### config.mk
export PLATFORM = sky130hd
export DESIGN_NAME = seq_s_mpadd16
export DESIGN_NICKNAME = d
export VERILOG_FILES = /design/src/rtl/seq_s_mpadd_pkg.sv /design/src/rtl/s_rca16_cin.sv /design/src/rtl/seq_s_mpadd16.sv
export SDC_FILE = /design/constraint.sdc
export NUM_CORES = 1
export LEC_CHECK = 0
export CAP_MARGIN = 15
export CELL_PAD_IN_SITES_DETAIL_PLACEMENT = 1
export CELL_PAD_IN_SITES_GLOBAL_PLACEMENT = 1
export CORE_AREA = 8 8 153 155
export CTS_CLUSTER_SIZE = 12
export DETAILED_ROUTE_END_ITERATION = 7
export DIE_AREA = 0 0 161 163
export GPL_ROUTABILITY_DRIVEN = 0
export GPL_TIMING_DRIVEN = 0
export PLACE_DENSITY_LB_ADDON = 0.05
export SETUP_SLACK_MARGIN = 0.3
export SLEW_MARGIN = 5
export SYNTH_ARGS = -nofsm -noshare
export SYNTH_HDL_FRONTEND = slang
export SYNTH_HIERARCHICAL = 1
export SYNTH_SLANG_ARGS = --single-unit
### constraint.sdc
create_clock -name clk -period 17.18 [get_ports clk]
set_input_delay 3.436 -clock clk [delete_from_list [all_inputs] [get_ports clk]]
set_output_delay 3.436 -clock clk [all_outputs]
set_load 0.01 [all_outputs]
### src/rtl/seq_s_mpadd_pkg.sv
// Shared definitions for the multi-precision signed adder sequencer:
// limb width, FSM state encoding, operation encoding and the full-adder cell.
package seq_s_mpadd_pkg;

    localparam int LIMB_W = 16;

    typedef enum logic [1:0] {
        IDLE = 2'd0,
        RUN  = 2'd1,
        DONE = 2'd2
    } state_e;

    localparam logic OP_ADD = 1'b0;
    localparam logic OP_SUB = 1'b1;

    // One full-adder cell: returns {carry_out, sum}
    function automatic logic [1:0] fa(input logic a, input logic b, input logic c);
        return {(a & b) | (a & c) | (b & c), a ^ b ^ c};
    endfunction

endpackage

### src/rtl/s_rca16_cin.sv
// 16-bit ripple-carry adder slice with carry-in, one full-adder cell per bit.
// Purely combinational; shared across limbs by the sequencer.
module s_rca16_cin
    import seq_s_mpadd_pkg::*;
(
    input  logic [LIMB_W-1:0] a_i,
    input  logic [LIMB_W-1:0] b_i,
    input  logic              c_i,
    output logic [LIMB_W-1:0] s_o,
    output logic              c_o
);

    logic [LIMB_W:0] c_s;

    assign c_s[0] = c_i;

    for (genvar i = 0; i < LIMB_W; i++) begin : g_fa
        assign {c_s[i+1], s_o[i]} = fa(a_i[i], b_i[i], c_s[i]);
    end

    assign c_o = c_s[LIMB_W];

endmodule

### src/rtl/seq_s_mpadd16.sv
// Multi-precision signed add/subtract sequencer: one 16-bit limb per clock
// through a single shared slice, producing an exact (W+1)-bit signed result.
module seq_s_mpadd16
    import seq_s_mpadd_pkg::*;
#(
    parameter  int WORDS = 4,
    localparam int W     = LIMB_W * WORDS,
    localparam int IW    = $clog2(WORDS)
) (
    input  logic         clk,
    input  logic         rst_n,
    input  logic         in_valid,
    output logic         in_ready,
    input  logic         in_sub,
    input  logic [W-1:0] in_a,
    input  logic [W-1:0] in_b,
    output logic         out_valid,
    input  logic         out_ready,
    output logic [W:0]   out_sum
);

    state_e        state_q, state_d;
    logic [IW-1:0] idx_q, idx_d;
    logic          carry_q, carry_d;
    logic          sub_q, sub_d;
    logic [W-1:0]  a_q, a_d;
    logic [W-1:0]  b_q, b_d;
    logic [W:0]    res_q, res_d;

    logic [LIMB_W-1:0] a_l_s, b_l_s, s_s;
    logic              c_out_s;
    logic              last_s;

    assign a_l_s  = a_q[LIMB_W*idx_q +: LIMB_W];
    assign b_l_s  = b_q[LIMB_W*idx_q +: LIMB_W] ^ {LIMB_W{sub_q == OP_SUB}};
    assign last_s = (idx_q == IW'(WORDS - 1));

    s_rca16_cin u_slice (
        .a_i (a_l_s),
        .b_i (b_l_s),
        .c_i (carry_q),
        .s_o (s_s),
        .c_o (c_out_s)
    );

    // Next-state logic: accept, limb stepping and result hand-off
    always_comb begin
        state_d = state_q;
        idx_d   = idx_q;
        carry_d = carry_q;
        sub_d   = sub_q;
        a_d     = a_q;
        b_d     = b_q;
        res_d   = res_q;
        case (state_q)
            IDLE: begin
                if (in_valid) begin
                    a_d     = in_a;
                    b_d     = in_b;
                    sub_d   = in_sub;
                    carry_d = in_sub;
                    idx_d   = '0;
                    res_d   = '0;
                    state_d = RUN;
                end else begin
                    state_d = IDLE;
                end
            end
            RUN: begin
                res_d[LIMB_W*idx_q +: LIMB_W] = s_s;
                carry_d = c_out_s;
                idx_d   = idx_q + IW'(1);
                // top limb: a[W-1] ^ b_l[15] ^ c_out is the sign of the exact W+1 sum
                if (last_s) begin
                    res_d[W] = a_l_s[LIMB_W-1] ^ b_l_s[LIMB_W-1] ^ c_out_s;
                    state_d  = DONE;
                end else begin
                    state_d  = RUN;
                end
            end
            DONE: begin
                if (out_ready) begin
                    state_d = IDLE;
                end else begin
                    state_d = DONE;
                end
            end
            default: begin
                state_d = IDLE;
            end
        endcase
    end

    // State and datapath registers with synchronous active-low reset
    always_ff @(posedge clk) begin
        if (!rst_n) begin
            state_q <= IDLE;
            idx_q   <= '0;
            carry_q <= 1'b0;
            sub_q   <= 1'b0;
            a_q     <= '0;
            b_q     <= '0;
            res_q   <= '0;
        end else begin
            state_q <= state_d;
            idx_q   <= idx_d;
            carry_q <= carry_d;
            sub_q   <= sub_d;
            a_q     <= a_d;
            b_q     <= b_d;
            res_q   <= res_d;
        end
    end

    assign in_ready  = (state_q == IDLE);
    assign out_valid = (state_q == DONE);
    assign out_sum   = res_q;

endmodule

==> results.json, run 1 <==
{
  "fin_cells": 1418,
  "hp-class": "reg -> reg",
  "timing.rr.start": "idx_q[0]$_SDFFE_PN0P_",
  "numPortBuffers": 199,
  "hpwl_um": 22600,
  "syn_inst": 911,
  "ys_ff_latch": 199,
  "path_clk_slew_ns": 0.08,
  "yosysWarnings": 6,
  "power-per-cell-area_nw_per_um2": 96.4,
  "grt_max_degree": 20,
  "synth-edff-count": 0,
  "cp_slowest_stage_delay_ns": 0.60,
  "cp-start-kind": "flop",
  "synth_most_common_cell": "nand2_1",
  "cp_common_cell": "fa_1",
  "rsz0062_at_grt": "no",
  "irDropWorstVdd_mv": 0.0691,
  "clock_path_buffers": 2,
  "coreArea_um2": 20800,
  "synthTopCellsByCount": "nand2_1 (261), dfxtp_1 (199), a21oi_1 (131)",
  "postRouteAntennaNets": 0,
  "setup_tns_ns": 0,
  "row_count": 53,
  "routedWlPerCell_um": 20.3,
  "setup_viol": 0,
  "r2r_cells": 25,
  "postCtsSetupBuffers": 0,
  "syn_nets": 1065,
  "ff2ff_setup_slack_ns": 8.67,
  "hold_depth": 2,
  "clockRootBuffer": "clkbuf_16",
  "ys_async_sr_fraction_pct": 0,
  "critPathRequiredTime_ns": 17.55,
  "crit_type": "reg -> reg",
  "routed-wl-met2_um": 13800,
  "tightest_slew_ns": 0.722,
  "area_growth_pct": 35.7,
  "layout_min_cycle_time_ns": 8.51,
  "grt_pass1_vias": 7870,
  "grt_antenna_before_repair": 1,
  "dp_cells": 1385,
  "globalRouteTotalUtil_pct": 22.0,
  "h-tree-depth": 4,
  "layout-drive-gt1-share_pct": 9.11,
  "hold_violations": 0,
  "crit_arrival_ns": 8.88,
  "synth.top_cell.area_share_pct": 48.3,
  "synth_top_area_cell": "dfxtp_1",
  "slew_violations": 0,
  "drt-total-wl_um": 28800,
  "fin_nets": 1283,
  "yosysUniqueCellTypes": 33,
  "timing.rr.end": "out_sum[47]$_SDFFE_PN0P_",
  "yosysSeqAreaShare_pct": 48.3,
  "synth.avg_cell_area_um2": 9.05,
  "status": "completed",
  "drt_first_pass_iters": 5,
  "cp_max_fo": 10,
  "fin_crit_sh_pct": 49.5,
  "hold-worst-slack_ns": 0.454,
  "postCtsHoldBufs": 0,
  "drc": 0,
  "skew_ns": 0.0132,
  "max_freq_mhz": 117,
  "min-delay-start": "a_q[40]$_SDFFE_PN0P_",
  "overflow": 0,
  "top_layer": "met4",
  "maxCapViolCount": 0,
  "synthTopCellsByArea": "dfxtp_1 (48%), nand2_1 (12%), mux4_2 (8.7%), a21oi_1 (8.0%), a22oi_1 (5.9%)",
  "relSlewSlack_pct": 51.9,
  "pin_count": 200,
  "synthFlopType": "dfxtp_1",
  "cts-resized-gates": 0,
  "die_h_um": 163,
  "min_to": "a_q[40]$_SDFFE_PN0P_",
  "avgViaCountPerCell": 5.14,
  "cts_tree": "done",
  "dieArea_um2": 26200,
  "num_vias": 7285,
  "met3_length_um": 1540,
  "worstSkewPairLatency_ns": 0.44,
  "grt_first_pass_wirelength_um": 44400,
  "cts_buffers": 17,
  "cp_top_family": "adder cells",
  "synth_area_um2": 8240,
  "wl_met1_um": 12800,
  "drt-initial-drc-count": 315,
  "cp_slowest_cell": "mux4_2",
  "p_leak_nw": 4.16,
  "initial_utilization_pct": 39.6,
  "crit_buf_inv": 6,
  "die_w_um": 161,
  "cp-end-kind": "flop",
  "clock_sinks": 199
}
worst min-delay path: cells and delay by family, from the launching register on:
kind            cells  cell delay [ns]
flops               1             0.31
simple gates        1             0.05
compound gates      1             0.05
layer usage:
| metal | track usage [%] | vias up |
|---|---|---|
| met5 | 0 | - |
| met4 | 7.07 | 0 |
| met3 | 4.88 | 32 |
| met2 | 37.1 | 201 |
| met1 | 27.5 | 3544 |
| li1 | - | 3508 |
cells by family (layout without fill, tap and decap cells):
| family | count (synthesis) | count (layout) | share of synthesized area, % |
|---|---|---|---|
| adders and majority gates | 21 | 21 | 4.65 |
| DFF | 199 | 199 | 48.3 |
| buffers and inverters | 89 | 320 | 4.86 |
| xor gates and xnor gates | 18 | 18 | 1.91 |
| other | 0 | 1 | 0 |
| and+or+nand+nor | 346 | 346 | 16.6 |
| muxes | 33 | 33 | 8.87 |
| AOI/OAI and AO/OA | 205 | 205 | 14.8 |
report_power, final:
part / internal, mW / leakage, nW / switching, mW / total (mW)
Sequential: 0.481 / 1.62 / 0.0122 / 0.493
Combinational: 0.0766 / 2.25 / 0.0968 / 0.173
Clock: 0.213 / 0.293 / 0.197 / 0.410
stage by stage:
stage / utilization (%) / cell area [um^2] / total power [mW] / setup WS [ns]
finish: 53.7 / 11200 / 1.08 / 8.67
global route: 53.7 / 11200 / 1.12 / 8.34
CTS: 53.7 / 11200 / 1.08 / 8.67
floorplan: - / 8240 / 0.594 / 9.49
global placement: 50.8 / 10600 / 0.673 / 8.76
detailed placement: 50.8 / 10600 / 0.678 / 8.70
sequential cells by signal, indices dropped and copies added (netlist names):
register / flops
b_q: 64
out_sum: 65
sub_q: 1
carry_q: 1
state_q: 2
idx_q: 2
a_q: 64
final cells by class:
cell class                 instances  area, um^2
clock buffer                      19         443
sequential                       199        3980
fill                            2452        9640
multi-input combinational        623        3860
timing repair buffer             199        1990
buffer                            74         344
inverter                          15        56.3
clock inverter                    13         156
tap                              275         344
antenna                            1        2.50
worst max path at each step:
stage | slack, ns | from | endpoint | cells past startpoint
after global placement | 8.76 | idx_q[0]$_SDFFE_PN0P_ | out_sum[64]$_SDFFE_PN0P_ | 26
after global routing | 8.34 | idx_q[0]$_SDFFE_PN0P_ | out_sum[63]$_SDFFE_PN0P_ | 25
after CTS | 8.67 | idx_q[0]$_SDFFE_PN0P_ | out_sum[15]$_SDFFE_PN0P_ | 25
final | 8.67 | idx_q[0]$_SDFFE_PN0P_ | out_sum[47]$_SDFFE_PN0P_ | 25
after detailed placement | 8.70 | idx_q[0]$_SDFFE_PN0P_ | out_sum[15]$_SDFFE_PN0P_ | 25
after floorplan | 9.49 | idx_q[0]$_SDFFE_PN0P_ | out_sum[15]$_SDFFE_PN0P_ | 25
layout by cell type (no fill, tap or decap), types with 2 or more instances in the layout:
cell type,instances
a21oi_2,4
buf_2,25
buf_4,7
a21oi_1,131
clkdlybuf4s50_1,199
mux4_2,32
fa_1,16
clkbuf_1,38
dfxtp_1,199
nor3_1,2
nor2_1,69
buf_1,3
nand2_1,261
and4_1,5
nand2b_1,2
a22oi_1,65
clkbuf_16,17
nor2b_1,2
inv_1,15
ha_1,5
xor2_1,16
inv_8,6
xnor2_1,2
inv_6,3
Note: power is estimated with default switching activity, not from simulation.
==> run 2: changes to the inputs <==
CORE_AREA = 8 8 168 170   (was 8 8 153 155)
DIE_AREA = 0 0 176 178   (was 0 0 161 163)
clock period = 7 ns   (was 17.18 ns; I/O delays follow)
==> results.json, run 2 (synthesis results as in run 1) <==
{
  "rsz0062_at_grt": "yes",
  "grt_pass1_vias": 7882,
  "routedWlPerCell_um": 20.5,
  "finalInstanceArea_um2": 11400,
  "cp_slowest_cell": "mux4_2",
  "clock_sinks": 199,
  "crit_arrival_ns": 7.53,
  "overflow": 0,
  "cp-end-kind": "flop",
  "hold_violations": 0,
  "crit_type": "reg -> reg",
  "p_leak_nw": 4.19,
  "coreArea_um2": 25600,
  "cts_buffers": 17,
  "avgViaCountPerCell": 4.94,
  "cp_common_cell": "fa_2",
  "power-per-cell-area_nw_per_um2": 234,
  "drt-total-wl_um": 30400,
  "slew_violations": 0,
  "grt_first_pass_wirelength_um": 46100,
  "cp_max_fo": 7,
  "critPathLaunch": "idx_q[0]$_SDFFE_PN0P_",
  "worstSkewPairLatency_ns": 0.44,
  "fin_nets": 1290,
  "status": "complete, but fails checks",
  "irDropWorstVdd_mv": 0.116,
  "total_power_mw": 2.68,
  "fin_crit_sh_pct": 103,
  "clock_path_buffers": 2,
  "num_vias": 7325,
  "setup_viol": 5,
  "h-tree-depth": 4,
  "preCtsSetupSlack_ns": -0.584,
  "numPortBuffers": 199,
  "pin_count": 200,
  "ff2ff_setup_slack_ns": -0.23,
  "globalRouteTotalUtil_pct": 19.4,
  "postCtsHoldBufs": 0,
  "die_h_um": 178,
  "mostFrequentLayoutCell": "nand2_1",
  "maxCapViolCount": 0,
  "drt-initial-drc-count": 396,
  "violations": "setup timing",
  "r2r_cells": 26,
  "timing.rr.end": "out_sum[64]$_SDFFE_PN0P_",
  "critPathRequiredTime_ns": 7.30,
  "dp_cells": 1445,
  "placed_cell_area_um2": 10700,
  "postRouteAntennaNets": 0,
  "cp_top_family": "adder cells",
  "worst_slack_ns": -0.225,
  "cp_slowest_stage_delay_ns": 0.52,
  "hp-class": "reg -> reg",
  "final_cell_mix": "nand2_1 (261), clkdlybuf4s50_1 (199), dfxtp_1 (197), a21oi_1 (131), nor2_1 (69)",
  "initial_utilization_pct": 32.2,
  "fin_cells": 1484,
  "cp-start-kind": "flop",
  "die_w_um": 176,
  "timing.critical_path.to": "out_sum[64]$_SDFFE_PN0P_",
  "path_clk_slew_ns": 0.08,
  "crit_buf_inv": 5,
  "cp.depth": 26,
  "layout-drive-gt1-share_pct": 12.0,
  "dieArea_um2": 31300,
  "antenna-diode-count": 0,
  "hpwl_um": 23500,
  "timing.rr.start": "idx_q[0]$_SDFFE_PN0P_",
  "layout_min_cycle_time_ns": 7.23,
  "area_growth_pct": 38.9,
  "max_freq_mhz": 138,
  "largest_reg_flops": 65,
  "clockRootBuffer": "clkbuf_16",
  "drt_first_pass_iters": 6,
  "tightest_slew_ns": 0.772,
  "relSlewSlack_pct": 48.5,
  "grt_antenna_before_repair": 0,
  "cts_tree": "done",
  "row_count": 59,
  "grt_max_degree": 20,
  "skew_ns": 0.0157,
  "drc": 0
}
## run 2: cell types whose count changed in the layout (fill, tap and decap cells not counted), moves of 3 or more
cell / before / now
buf_4: 7 / 15
a22oi_1: 65 / 59
fa_1: 16 / 2
inv_2: 0 / 3
a22oi_2: 0 / 6
inv_1: 15 / 12
buf_2: 25 / 19
fa_2: 0 / 14
buf_6: 1 / 4
## run 2: timing repair
item                       CTS  global route
resized for setup           14             5
setup endpoints to repair   14            14
buffers inserted             5             2
## run 2: worst min-delay path by stage
stage,slack (ns),to,cells after the start,start
floorplan,0.43,a_q[28]$_SDFFE_PN0P_,2,a_q[28]$_SDFFE_PN0P_
global placement,0.44,b_q[37]$_SDFFE_PN0P_,2,b_q[37]$_SDFFE_PN0P_
detailed placement,0.45,a_q[36]$_SDFFE_PN0P_,2,a_q[36]$_SDFFE_PN0P_
CTS,0.46,a_q[36]$_SDFFE_PN0P_,2,a_q[36]$_SDFFE_PN0P_
global route,0.47,a_q[56]$_SDFFE_PN0P_,2,a_q[56]$_SDFFE_PN0P_
finish,0.46,a_q[33]$_SDFFE_PN0P_,2,a_q[33]$_SDFFE_PN0P_
## run 2: tightest hold or removal path, stage by stage (launching register included)
cell,delay [ns]
dfxtp_1,0.31
nand2_1,0.05
a21oi_1,0.05
## run 2: layout make-up
cell class / instances / area, um^2
inverters: 15 / 56.3
well taps: 335 / 419
fillers: 2926 / 14200
clock inverters: 13 / 159
clock buffers: 19 / 443
plain buffers: 74 / 395
flip-flops and latches: 199 / 3990
multi-input cells: 623 / 3940
repair buffers: 206 / 2040
## run 2: layer usage
| metal | vias to the layer above | GRT usage (%) | wire, um |
|---|---|---|---|
| li1 | 3529 | - | - |
| met1 | 3602 | 24.8 | 13800 |
| met5 | - | 0 | 0 |
| met4 | 0 | 5.33 | 517 |
| met2 | 163 | 33.0 | 14800 |
| met3 | 31 | 3.85 | 1250 |
## run 2: through the flow
| step | hold WS [ns] | utilization [%] | setup TNS, ns |
|---|---|---|---|
| after floorplan | 0.433 | - | 0 |
| after global placement | 0.440 | 41.8 | -3.95 |
| after detailed placement | 0.445 | 41.8 | -3.84 |
| after CTS | 0.457 | 44.5 | -1.19 |
| after global routing | 0.473 | 44.7 | -2.72 |
| final | 0.456 | 44.7 | -0.990 |
## run 2: power by group
group / total, mW / switching, mW / internal (mW)
Combinational: 0.455 / 0.250 / 0.205
Clock: 1.01 / 0.490 / 0.521
Sequential: 1.21 / 0.0285 / 1.18
==> run 3: changes to the inputs <==
MAX_ROUTING_LAYER = met4   (was not set)
==> results.json, run 3 (synthesis results as in run 1) <==
{
  "rsz0062_at_grt": "yes",
  "violations": "setup timing",
  "fillers": 2926,
  "critPathLaunch": "idx_q[0]$_SDFFE_PN0P_",
  "min-delay-start": "a_q[33]$_SDFFE_PN0P_",
  "dieArea_um2": 31300,
  "die_h_um": 178,
  "mostFrequentLayoutCell": "nand2_1",
  "slew_violations": 0,
  "globalRouteTotalUtil_pct": 20.0,
  "cts_tree": "done",
  "preCtsSetupSlack_ns": -0.584,
  "critPathRequiredTime_ns": 7.30,
  "setup_viol": 5,
  "h-tree-depth": 4,
  "power_switching_mw": 0.768,
  "drt-total-wl_um": 30400,
  "row_count": 59,
  "ff2ff_setup_slack_ns": -0.23,
  "relSlewSlack_pct": 48.2,
  "irDropWorstVdd_mv": 0.116,
  "placed_cell_area_um2": 10700,
  "pwr-share-comb_pct": 17.0,
  "routed-wl-met2_um": 14700,
  "total_power_mw": 2.67,
  "drt-initial-drc-count": 443,
  "swShare_pct": 28.7,
  "timing.rr.end": "out_sum[64]$_SDFFE_PN0P_",
  "finalInstanceArea_um2": 11400,
  "worstSkewPairLatency_ns": 0.44,
  "fin_nets": 1290,
  "clock_path_buffers": 2,
  "multiInputGateArea_um2": 3940,
  "pin_count": 200,
  "status": "complete, but fails checks",
  "grt_first_pass_wirelength_um": 46100,
  "die_w_um": 176,
  "coreArea_um2": 25600,
  "hpwl_um": 23500,
  "timing.rr.start": "idx_q[0]$_SDFFE_PN0P_",
  "power-per-cell-area_nw_per_um2": 234,
  "grt_max_degree": 20,
  "p_leak_nw": 4.19,
  "drc": 0,
  "skew_ns": 0.0151,
  "top_layer": "met4",
  "hold-worst-slack_ns": 0.455,
  "path_clk_slew_ns": 0.08,
  "r2r_cells": 26,
  "postRouteAntennaNets": 0,
  "avgViaCountPerCell": 4.95,
  "largest_reg_flops": 65,
  "layout-drive-gt1-share_pct": 12.0,
  "drt_first_pass_iters": 5,
  "setup_tns_ns": -0.970,
  "clockRootBuffer": "clkbuf_16",
  "clockPowerShare_pct": 37.8,
  "crit_type": "reg -> reg",
  "crit_arrival_ns": 7.53,
  "postCtsHoldBufs": 0,
  "maxCapViolCount": 0,
  "grt_antenna_before_repair": 0,
  "hp-class": "reg -> reg",
  "overflow": 0,
  "area_growth_pct": 38.9,
  "fin_crit_sh_pct": 103,
  "worst_slack_ns": -0.226,
  "grt_pass1_vias": 7876,
  "max_freq_mhz": 138,
  "hold_violations": 0,
  "wl_met1_um": 13800,
  "fin_util_pct": 44.7,
  "tightest_slew_ns": 0.777,
  "num_vias": 7340,
  "initial_utilization_pct": 32.2,
  "routedWlPerCell_um": 20.5,
  "final_cell_mix": "nand2_1 (261), clkdlybuf4s50_1 (199), dfxtp_1 (197), a21oi_1 (131), nor2_1 (69)",
  "met3_length_um": 1220,
  "numPortBuffers": 199,
  "dp_cells": 1445,
  "fin_cells": 1484,
  "cts_buffers": 17,
  "cp-start-kind": "flop",
  "hold_depth": 2,
  "min_to": "a_q[33]$_SDFFE_PN0P_",
  "clock_sinks": 199,
  "cp_max_fo": 7,
  "p_int_mw": 1.91,
  "cp-end-kind": "flop",
  "seqPwrFrac_pct": 45.2,
  "antenna-diode-count": 0,
  "layout_min_cycle_time_ns": 7.23,
  "regArea_um2": 3990
}
==> run 3: cell counts in the layout (fill, tap and decap cells not counted) <==
Identical to the previous run, type by type.
==> run 3: cell type report <==
cell class,instances,area share (%)
buffer,74,3.46
clock buffer,19,3.87
clock inverter,13,1.39
inverter,15,0.492
multi-input combinational,623,34.4
sequential,199,34.9
tap,335,3.66
timing repair buffer,206,17.9
==> run 3: timing repair <==
item	4_1_cts	5_1_grt
buffers inserted	5	2
pin swaps	0	0
gates resized for setup	14	5
setup endpoints to repair	14	14
==> run 3: metal layers <==
| metal | vias up | GRT usage (%) |
|---|---|---|
| li1 | 3535 | - |
| met1 | 3601 | 25.1 |
| met2 | 169 | 32.9 |
| met3 | 35 | 3.20 |
| met4 | 0 | 6.11 |
| met5 | - | - |
==> run 3: how the worst max path moves through the flow <==
| stage | end | slack [ns] | cells after the start |
|---|---|---|---|
| floorplan | out_sum[31]$_SDFFE_PN0P_ | 0.12 | 25 |
| global placement | out_sum[64]$_SDFFE_PN0P_ | -0.58 | 24 |
| detailed placement | out_sum[64]$_SDFFE_PN0P_ | -0.58 | 24 |
| CTS | out_sum[64]$_SDFFE_PN0P_ | -0.26 | 26 |
| global route | out_sum[64]$_SDFFE_PN0P_ | -0.45 | 26 |
| finish | out_sum[64]$_SDFFE_PN0P_ | -0.23 | 26 |
==> run 3: power groups by stage <==
stage	registers (mW)	logic [mW]	clock network (mW)
6_report	1.21	0.454	1.01
5_1_grt	1.22	0.495	1.09
4_1_cts	1.21	0.459	1.04
3_5_place_dp	1.24	0.447	0
3_3_place_gp	1.23	0.444	0
2_1_floorplan	1.23	0.239	0
==> run 3: critical path, stage by stage, from the launching register on <==
cell and delay [ns]:
dfxtp_4 0.36, buf_12 0.13, mux4_2 0.52, xor2_1 0.16, inv_1 0.08, fa_1 0.17, inv_1 0.05, fa_2 0.33
fa_2 0.35, fa_2 0.35, fa_2 0.35, fa_2 0.35, fa_2 0.35, fa_2 0.36, fa_2 0.35, fa_2 0.35
fa_2 0.36, fa_2 0.36, fa_2 0.35, fa_2 0.35, fa_2 0.34, inv_2 0.06, fa_1 0.16, inv_2 0.06
xnor2_2 0.14, xnor2_2 0.15, o2bb2ai_1 0.14
